### src/rtl/goertzel_dtmf_decide_if.sv
// Bundles the magnitude stream, the per-frame configuration and the decision
// outputs of the DTMF decision stage.
interface goertzel_dtmf_decide_if #(
  parameter int unsigned MW = 32
);
  logic          mag_valid;
  logic [2:0]    mag_idx;
  logic [MW-1:0] mag_i;
  logic [MW-1:0] thresh_i;
  logic [2:0]    twist_sh_i;
  logic          flush;
  logic          busy;
  logic          drop;
  logic          frame_done;
  logic          det;
  logic          key_valid;
  logic [3:0]    key_code;

  modport master (
    output mag_valid, mag_idx, mag_i, thresh_i, twist_sh_i, flush,
    input  busy, drop, frame_done, det, key_valid, key_code
  );

  modport slave (
    input  mag_valid, mag_idx, mag_i, thresh_i, twist_sh_i, flush,
    output busy, drop, frame_done, det, key_valid, key_code
  );
endinterface

### src/rtl/goertzel_dtmf_decide.sv
// DTMF decision stage: collects eight Goertzel bin magnitudes per frame, picks the
// strongest row/column tone, applies threshold and twist checks, and debounces keys.
module goertzel_dtmf_decide #(
  parameter int unsigned DEB = 2,
  parameter int unsigned MW  = 32
) (
  input logic                 clk,
  input logic                 rstn,
  goertzel_dtmf_decide_if.slave bus
);

  typedef enum logic [1:0] {COLLECT, EVAL, REPORT} state_e;

  localparam logic [3:0] DEB_C = 4'(DEB);

  state_e        state_q, state_d;
  logic [7:0]    mask_q, mask_d;
  logic [MW-1:0] mag_q [8];
  logic          cap;

  logic [3:0]    cand_q, cand_d;
  logic [3:0]    cnt_q, cnt_d;
  logic          armed_q, armed_d;
  logic [3:0]    key_code_q, key_code_d;
  logic          drop_q, drop_d;
  logic          frame_done_q, frame_done_d;
  logic          det_q, det_d;
  logic          key_valid_q, key_valid_d;

  logic [MW-1:0] rmax, cmax;
  logic [1:0]    ri, ci;
  logic [MW+7:0] hi_w, lo_sh_w;
  logic          twist_ok, det_w;
  logic [3:0]    code_w;

  // Strict '>' keeps the first (lowest-index) bin on ties.
  always_comb begin
    rmax = mag_q[0];
    ri   = 2'd0;
    for (int unsigned i = 1; i < 4; i++) begin
      if (mag_q[i] > rmax) begin
        rmax = mag_q[i];
        ri   = 2'(i);
      end
    end
    cmax = mag_q[4];
    ci   = 2'd0;
    for (int unsigned i = 5; i < 8; i++) begin
      if (mag_q[i] > cmax) begin
        cmax = mag_q[i];
        ci   = 2'(i - 4);
      end
    end
  end

  // Widened by 8 bits so the min<<7 case cannot overflow.
  always_comb begin
    if (rmax >= cmax) begin
      hi_w    = {8'd0, rmax};
      lo_sh_w = {8'd0, cmax} << bus.twist_sh_i;
    end else begin
      hi_w    = {8'd0, cmax};
      lo_sh_w = {8'd0, rmax} << bus.twist_sh_i;
    end
    twist_ok = (hi_w <= lo_sh_w);
    det_w    = (rmax >= bus.thresh_i) && (cmax >= bus.thresh_i) && twist_ok;
    code_w   = {ri, ci};
  end

  always_comb begin
    state_d      = state_q;
    mask_d       = mask_q;
    cap          = 1'b0;
    cand_d       = cand_q;
    cnt_d        = cnt_q;
    armed_d      = armed_q;
    key_code_d   = key_code_q;
    drop_d       = 1'b0;
    frame_done_d = 1'b0;
    det_d        = det_q;
    key_valid_d  = 1'b0;

    unique case (state_q)
      COLLECT: begin
        if (bus.flush) begin
          mask_d = '0;
          drop_d = bus.mag_valid;
        end else if (bus.mag_valid) begin
          cap    = 1'b1;
          mask_d = mask_q | (8'b1 << bus.mag_idx);
        end
        if (mask_d == '1) state_d = EVAL;
      end

      EVAL: begin
        drop_d       = bus.mag_valid;
        state_d      = REPORT;
        frame_done_d = 1'b1;
        det_d        = det_w;
        // Debounce is computed here so its registered result appears in REPORT
        // alongside frame_done.
        if (det_w) begin
          if (code_w == cand_q) begin
            cnt_d = (cnt_q >= DEB_C) ? DEB_C : cnt_q + 4'd1;
          end else begin
            cand_d  = code_w;
            cnt_d   = 4'd1;
            armed_d = 1'b1;
          end
        end else begin
          cnt_d   = '0;
          armed_d = 1'b1;
        end
        if (det_w && (cnt_d == DEB_C) && armed_d) begin
          key_valid_d = 1'b1;
          key_code_d  = cand_d;
          armed_d     = 1'b0;
        end
      end

      REPORT: begin
        drop_d  = bus.mag_valid;
        mask_d  = '0;
        state_d = COLLECT;
      end

      default: state_d = COLLECT;
    endcase
  end

  always_ff @(posedge clk or negedge rstn) begin
    if (!rstn) begin
      state_q      <= COLLECT;
      mask_q       <= '0;
      cand_q       <= '0;
      cnt_q        <= '0;
      armed_q      <= 1'b1;
      key_code_q   <= '0;
      drop_q       <= 1'b0;
      frame_done_q <= 1'b0;
      det_q        <= 1'b0;
      key_valid_q  <= 1'b0;
    end else begin
      state_q      <= state_d;
      mask_q       <= mask_d;
      cand_q       <= cand_d;
      cnt_q        <= cnt_d;
      armed_q      <= armed_d;
      key_code_q   <= key_code_d;
      drop_q       <= drop_d;
      frame_done_q <= frame_done_d;
      det_q        <= det_d;
      key_valid_q  <= key_valid_d;
    end
  end

  always_ff @(posedge clk) begin
    if (cap) mag_q[bus.mag_idx] <= bus.mag_i;
  end

  assign bus.busy       = (state_q != COLLECT);
  assign bus.drop       = drop_q;
  assign bus.frame_done = frame_done_q;
  assign bus.det        = det_q;
  assign bus.key_valid  = key_valid_q;
  assign bus.key_code   = key_code_q;

endmodule

### src/flat_wrapper.sv
// flat-port wrapper written by rule: the top's interface ports become plain ports
module goertzel_dtmf_decide_flat 
#(
  parameter int unsigned DEB = 2,
  parameter int unsigned MW  = 32
)
  (clk, rstn, bus_mag_valid, bus_mag_idx, bus_mag_i, bus_thresh_i, bus_twist_sh_i, bus_flush, bus_busy, bus_drop, bus_frame_done, bus_det, bus_key_valid, bus_key_code);
  goertzel_dtmf_decide_if #(.MW(MW)) bus_i ();
  input logic clk;
  input logic rstn;
  input wire logic [$bits(bus_i.mag_valid)-1:0] bus_mag_valid;
  input wire logic [$bits(bus_i.mag_idx)-1:0] bus_mag_idx;
  input wire logic [$bits(bus_i.mag_i)-1:0] bus_mag_i;
  input wire logic [$bits(bus_i.thresh_i)-1:0] bus_thresh_i;
  input wire logic [$bits(bus_i.twist_sh_i)-1:0] bus_twist_sh_i;
  input wire logic [$bits(bus_i.flush)-1:0] bus_flush;
  output wire logic [$bits(bus_i.busy)-1:0] bus_busy;
  output wire logic [$bits(bus_i.drop)-1:0] bus_drop;
  output wire logic [$bits(bus_i.frame_done)-1:0] bus_frame_done;
  output wire logic [$bits(bus_i.det)-1:0] bus_det;
  output wire logic [$bits(bus_i.key_valid)-1:0] bus_key_valid;
  output wire logic [$bits(bus_i.key_code)-1:0] bus_key_code;
  assign bus_i.mag_valid = bus_mag_valid;
  assign bus_i.mag_idx = bus_mag_idx;
  assign bus_i.mag_i = bus_mag_i;
  assign bus_i.thresh_i = bus_thresh_i;
  assign bus_i.twist_sh_i = bus_twist_sh_i;
  assign bus_i.flush = bus_flush;
  assign bus_busy = bus_i.busy;
  assign bus_drop = bus_i.drop;
  assign bus_frame_done = bus_i.frame_done;
  assign bus_det = bus_i.det;
  assign bus_key_valid = bus_i.key_valid;
  assign bus_key_code = bus_i.key_code;
  goertzel_dtmf_decide #(.DEB(DEB), .MW(MW)) u_core (.clk(clk), .rstn(rstn), .bus(bus_i));
endmodule
### config.mk
export PLATFORM = sky130hd
export DESIGN_NAME = goertzel_dtmf_decide_flat
export DESIGN_NICKNAME = d
export VERILOG_FILES = /design/src/rtl/goertzel_dtmf_decide_if.sv /design/src/rtl/goertzel_dtmf_decide.sv /design/src/flat_wrapper.sv
export SDC_FILE = /design/constraint.sdc
export NUM_CORES = 1
export LEC_CHECK = 0
export ABC_AREA = 1
export ABC_CLOCK_PERIOD_IN_PS = 18480
export CORE_MARGIN = 3
export CORE_UTILIZATION = 32
export DETAILED_ROUTE_END_ITERATION = 7
export GPL_ROUTABILITY_DRIVEN = 0
export GPL_TIMING_DRIVEN = 0
export PLACE_DENSITY = 0.51
export SYNTH_ARGS = -nofsm -noshare
export SYNTH_HDL_FRONTEND = slang
export SYNTH_SLANG_ARGS = --single-unit
export TNS_END_PERCENT = 1
### constraint.sdc
create_clock -name clk -period 18.48 [get_ports clk]
set_clock_uncertainty 0.2 [all_clocks]
set_input_delay 3.696 -clock clk [delete_from_list [all_inputs] [get_ports clk]]
set_output_delay 3.696 -clock clk [all_outputs]
set_load 0.01 [all_outputs]
After elaboration in Yosys (flattened, before gate mapping)
Memories as Yosys holds them, arrays and structs flattened.
Index checks and enable logic that the tools add are counted.
{"block": "classes", "addsub": 1, "n_mux": 40, "bitwise": 1, "n_eq_ne": 6, "n_reduce_logical": 9, "shifts": 3, "order_cmp": 11}
{"cell": "$mux W32", "n": 7}
{"cell": "$gt A32 B32 Y1", "n": 6}
{"cell": "$ge A32 B32 Y1", "n": 3}
{"cell": "$shl A32 B3 Y40", "n": 2}
{"cell": "$le A32 B40 Y1", "n": 1}
{"cell": "$mux W40", "n": 1}
{"cell": "$mux W4", "n": 6}
{"cell": "$mux W8", "n": 3}
{"cell": "$pmux W8 S2", "n": 1}
{"cell": "$mux W1", "n": 15}
{"cell": "$mux W2", "n": 5}
{"cell": "$eq A8 B8 Y1 const B", "n": 1}
{"cell": "$or A8 B8 Y8", "n": 1}
{"cell": "$shl A1 B3 Y8 const A", "n": 1}
{"cell": "$add A4 B1 Y4 const B", "n": 1}
{"cell": "$eq A4 B2 Y1 const B", "n": 1}
{"cell": "$eq A4 B4 Y1", "n": 1}
{"cell": "$ge A4 B2 Y1 const B", "n": 1}
{"cell": "$logic_and A1 B1 Y1", "n": 4}
{"cell": "$pmux W2 S2", "n": 1}
{"cell": "$reduce_bool A2 Y1", "n": 2}
{"cell": "$eq A2 B1 Y1 const B", "n": 1}
{"cell": "$eq A2 B2 Y1 const B", "n": 1}
{"cell": "$logic_not A2 Y1", "n": 1}
{"cell": "other kinds (4)", "n": 4}
{"block": "word_totals", "register_bits": 27, "output_inout_bits": 9, "word_cells": 82, "memories": 1, "ramBits": 256, "input_bits": 74}
{"name": "u_core.mag_q", "words": 8, "word_bits": 32, "read_ports": 8, "rd_ports_with_merged_regs": 0, "write_ports": 1, "line_no": "goertzel_dtmf_decide.sv:18", "source": "logic [MW-1:0] mag_q [8];"}

Logic depth before layout (Yosys ltp)
An unclocked memory read counts as a cell.
{"block": "logic_depth", "ltp_word": 18, "ltp_mapped": 90, "depth_no_buf": 82}

Worst setup path after synthesis
OpenSTA, ideal clock, no wires.
{"block": "synth_timing", "path_kind": "register to register", "start": "memory u_core.mag_q[5][31]", "end": "register u_core.key_code_q[3] (netlist: u_core.bus.key_code[3])", "setup_time_ps": 123, "setup_slack_ps": 7793, "path_buffers": 9, "synth_period_minus_slack_ps": 10687, "arrival_time_ps": 10364, "t_required_ps": 18157, "stages_incl_launch_ff": 77, "path_cell_list": "edfxtp_1 ha_1 nand2_1 nor2_2 nand2_2 nor4_4 nand4_2 nand2_4 clkbuf_1 buf_2 clkbuf_1 o21ai_0 ha_1 nand2_1 or3_1 nor4_1 nand4_1 nand2_4 (+41 left out) ha_1 nand2_1 inv_1 nand3_1 or3_1 nor2_1 nor2_1 nor2_1 o21ai_0 a32o_1 nor3_1 nand2_2 nand2_2 inv_2 nand2_1 nand2_1 nand2_1 nand2_1"}
{"item": "start, declared", "line_no": "goertzel_dtmf_decide.sv:18"}
{"item": "end signal, assigned", "line_no": "goertzel_dtmf_decide.sv:149", "source": "key_code_q <= key_code_d;"}
{"item": "end, declared", "line_no": "goertzel_dtmf_decide.sv:24", "source": "logic [3:0] key_code_q, key_code_d;"}

==> metrics.txt <==
largest net degree at the start of global routing 28; Worst EP arrival about 16 ns; clk buf depth 3; CTS root buf clkbuf_16; critical path startpoint u_core.mag_q[1][31]; EDFF count, synth roughly 260; sequential element share of the synthesized area approximately two fifths; Hold Crit Start u_core.armed_q; wire per inst between 15 and 20 um; vias about 17000; htree depth 1; CTS tree done; reg2reg start u_core.mag_q[1][31]; Max Slew Vio Count 0; Synth-to-Final Area Change 15.21%; startpoint types flop; Starting DRT DRC Count 1347; ranking of synthesized cells by area edfxtp_1 37%, ha_1 20%, nand2_1 9.7%; first-pass GRT wire length just over 90000 um; Starting Density 32.44%; Net Sw Frac around 30%; Synth Flop Type edfxtp_1; Fmax ~64 MHz; Hold Slack between 0.2 and 0.3 ns; number of global-route vias before repair about 16000; asr flop ratio synth under 10%; Reg clk slew, reported paths ~0.07 ns; Max Cap Viol 0; Worst Hold Depth 2; Fin. Hold Viols 0; number of I/O port buffers a little over 80; FF-to-FF path depth just over 70; Hold EP u_core.armed_q; Clock Sink Count approximately 280; IO Count between 80 and 90; core area around 0.063 sq mm; DRC viols 0; grt ovf 0; die area between 0.06 and 0.07 sq mm; Peak VDD IR between 60 and 70 uV; Hold Path Class reg2reg; nets about 2800; count of mapped cells out of synthesis roughly 2300; Post-CTS Hold Fix Bufs 0; largest fanout on the critical path 10; Setup CP Type reg2reg; net switching power about 530 uW; Die Y-Extent around 260 um; post-CTS sizing 0; Via density approximately 5; Mapped Nets roughly 2700; YS warnings 0; drt first pass iters 5; Power per Cell Area between 70 and 80 mW/mm^2; layout cells sized above 1 approximately 7%; critical path's largest stage delay between 0.6 and 0.7 ns; worst skew pair latency approximately 0.57 ns; Seq cells post-synth ~280; Die X approximately 260 um; unique cell type count in the Yosys netlist between 50 and 60; Clock power frac ~36%; Mapped Area about 0.02 sq mm; post-DP HPWL a little under 50000 um; worst reg2reg endpoint u_core.bus.key_code[3]; ant diodes 0; slew margin rel. between 30% and 40%; Leak roughly 0.010 uW; clock buffer count from CTS 30; Int Pwr around 1200 uW; outcome finished clean; Yosys top cell by area edfxtp_1; drt total wl approximately 60000 um; Critical Path End Type flop; Avg Cell Area, Syn just under 9 sq um; Crit path required time 18.72 ns; Final setup viols 0; filler instances 6322; # rows just over 90; total track usage between 10% and 20%; setup tns final 0 ns; Final ANT Viol Nets 0; top post-synthesis cells by count 528 x nand2_1, 324 x ha_1, 256 x edfxtp_1, 237 x inv_1, 221 x o21ai_0; combinational share of power a little under a quarter; count leader, synth nand2_1; Worst path most repeated cell nand2_1; Slew @ Worst Pin 0.9848 ns; Reg power frac 40.4%; reg2reg setup slack ~2.8 ns; setup bufs post-CTS 0; Tcrit/Tclk final 84.73%; slowest CP cell o21ai_0; unrepaired setup endpoints after global routing no; initial antenna violation count 0; post-synth top area share between 30% and 40%; min cycle time layout between 15 and 20 ns
==> worst max-delay path by stage <==
stage / endpoint / slack (ns) / depth (start not counted)
2_1_floorplan: u_core.bus.key_code[3] / 7.79 / 76
3_3_place_gp: u_core.bus.key_code[3] / 3.14 / 72
3_5_place_dp: u_core.bus.key_code[3] / 2.95 / 72
4_1_cts: u_core.bus.key_code[3] / 2.91 / 72
5_1_grt: u_core.bus.key_code[2] / 1.54 / 73
6_report: u_core.bus.key_code[3] / 2.82 / 72
==> through the flow <==
step	setup slack [ns]	cell area [sq um]	instances	utilization (%)	power [uW]
floorplan	7.793	20540	2294	-	1005
global placement	3.140	22410	3221	35.39	1132
detailed placement	2.951	22620	3237	35.73	1148
CTS	2.913	23660	3291	37.38	1790
global route	1.541	23660	3291	37.37	1877
finish	2.821	23660	3291	37.37	1772
==> power by group through the flow <==
stage	combinational [uW]	sequential, uW	clock, uW
floorplan	276	729	0
global placement	402	730	0
detailed placement	419	729	0
CTS	421	715	653
global route	480	716	681
finish	423	716	634
==> cell type report <==
cell class	instances	area (sq um)	share of cell area, %
Buffer	67	336.6	1.423
Clock buffer	38	832.0	3.517
Clock inverter	16	210.2	0.8885
Inverter	240	900.9	3.808
Multi-Input combinational cell	1704	10970	46.39
Sequential cell	283	8364	35.35
Tap cell	846	1059	4.474
Timing Repair Buffer	97	982.2	4.151
==> sequential cells by signal (all words and copies together) (netlist names) <==
signal,cells
u_core.armed_q,1
u_core.bus.det,1
u_core.bus.drop,1
u_core.bus.frame_done,1
u_core.bus.key_code,4
u_core.bus.key_valid,1
u_core.cand_q,4
u_core.cnt_q,4
u_core.mag_q,256
u_core.mask_q,8
u_core.state_q,2
==> placed cells by master (no fill, tap or decap), types with 8 or more instances in the layout <==
master and count:
clkbuf_16 31, nor2_1 60, edfxtp_1 256, ha_1 324
a31oi_1 9, o21ai_1 60, buf_2 12, dfrtp_1 26
nor4_1 9, a21oi_1 141, o21ai_0 221, buf_6 24
nand2_1 528, nor3_1 19, clkbuf_1 43, inv_1 237
nand4_1 34, nand3_1 99, o21ai_2 23, and2_1 14
a211oi_1 16, mux2i_1 35, nand2_2 14, clkdlybuf4s50_1 80
nor3_2 10, or2_2 15, o221ai_1 8
==> per-layer routing <==
layer  routed length [um]  track usage (%)  vias up  share of wire, %
met3                 2737            1.512       99               4.7
met4                 1856            5.575        0               3.2
li1                     -                -     8343                 -
met2                27130            28.49      413                46
met1                27100            23.65     7861                46
met5                    0                0        -                 0
==> cells by family (layout without fill, tap and decap cells) <==
logic type | count (synthesis) | in the layout | share of synthesized area (%)
adders and majority gates | 324 | 324 | 19.74
xor gates and xnor gates | 3 | 3 | 0.1280
AOI/OAI and AO/OA | 516 | 516 | 14.01
muxes | 35 | 35 | 1.706
DFF | 283 | 283 | 40.73
buffers and inverters | 307 | 458 | 6.026
and+or+nand+nor | 826 | 826 | 17.66
==> worst max-delay path: cells and delay by family, from the launching register on <==
| family | cells | cell delay (ns) |
|---|---|---|
| compound gates | 19 | 4.31 |
| fa+ha+maj | 5 | 1.59 |
| buf+inv | 14 | 3.86 |
| flops | 1 | 0.39 |
| mux | 1 | 0.17 |
| simple gates | 33 | 4.95 |
No activity file was read; power rests on OpenSTA's default activity.
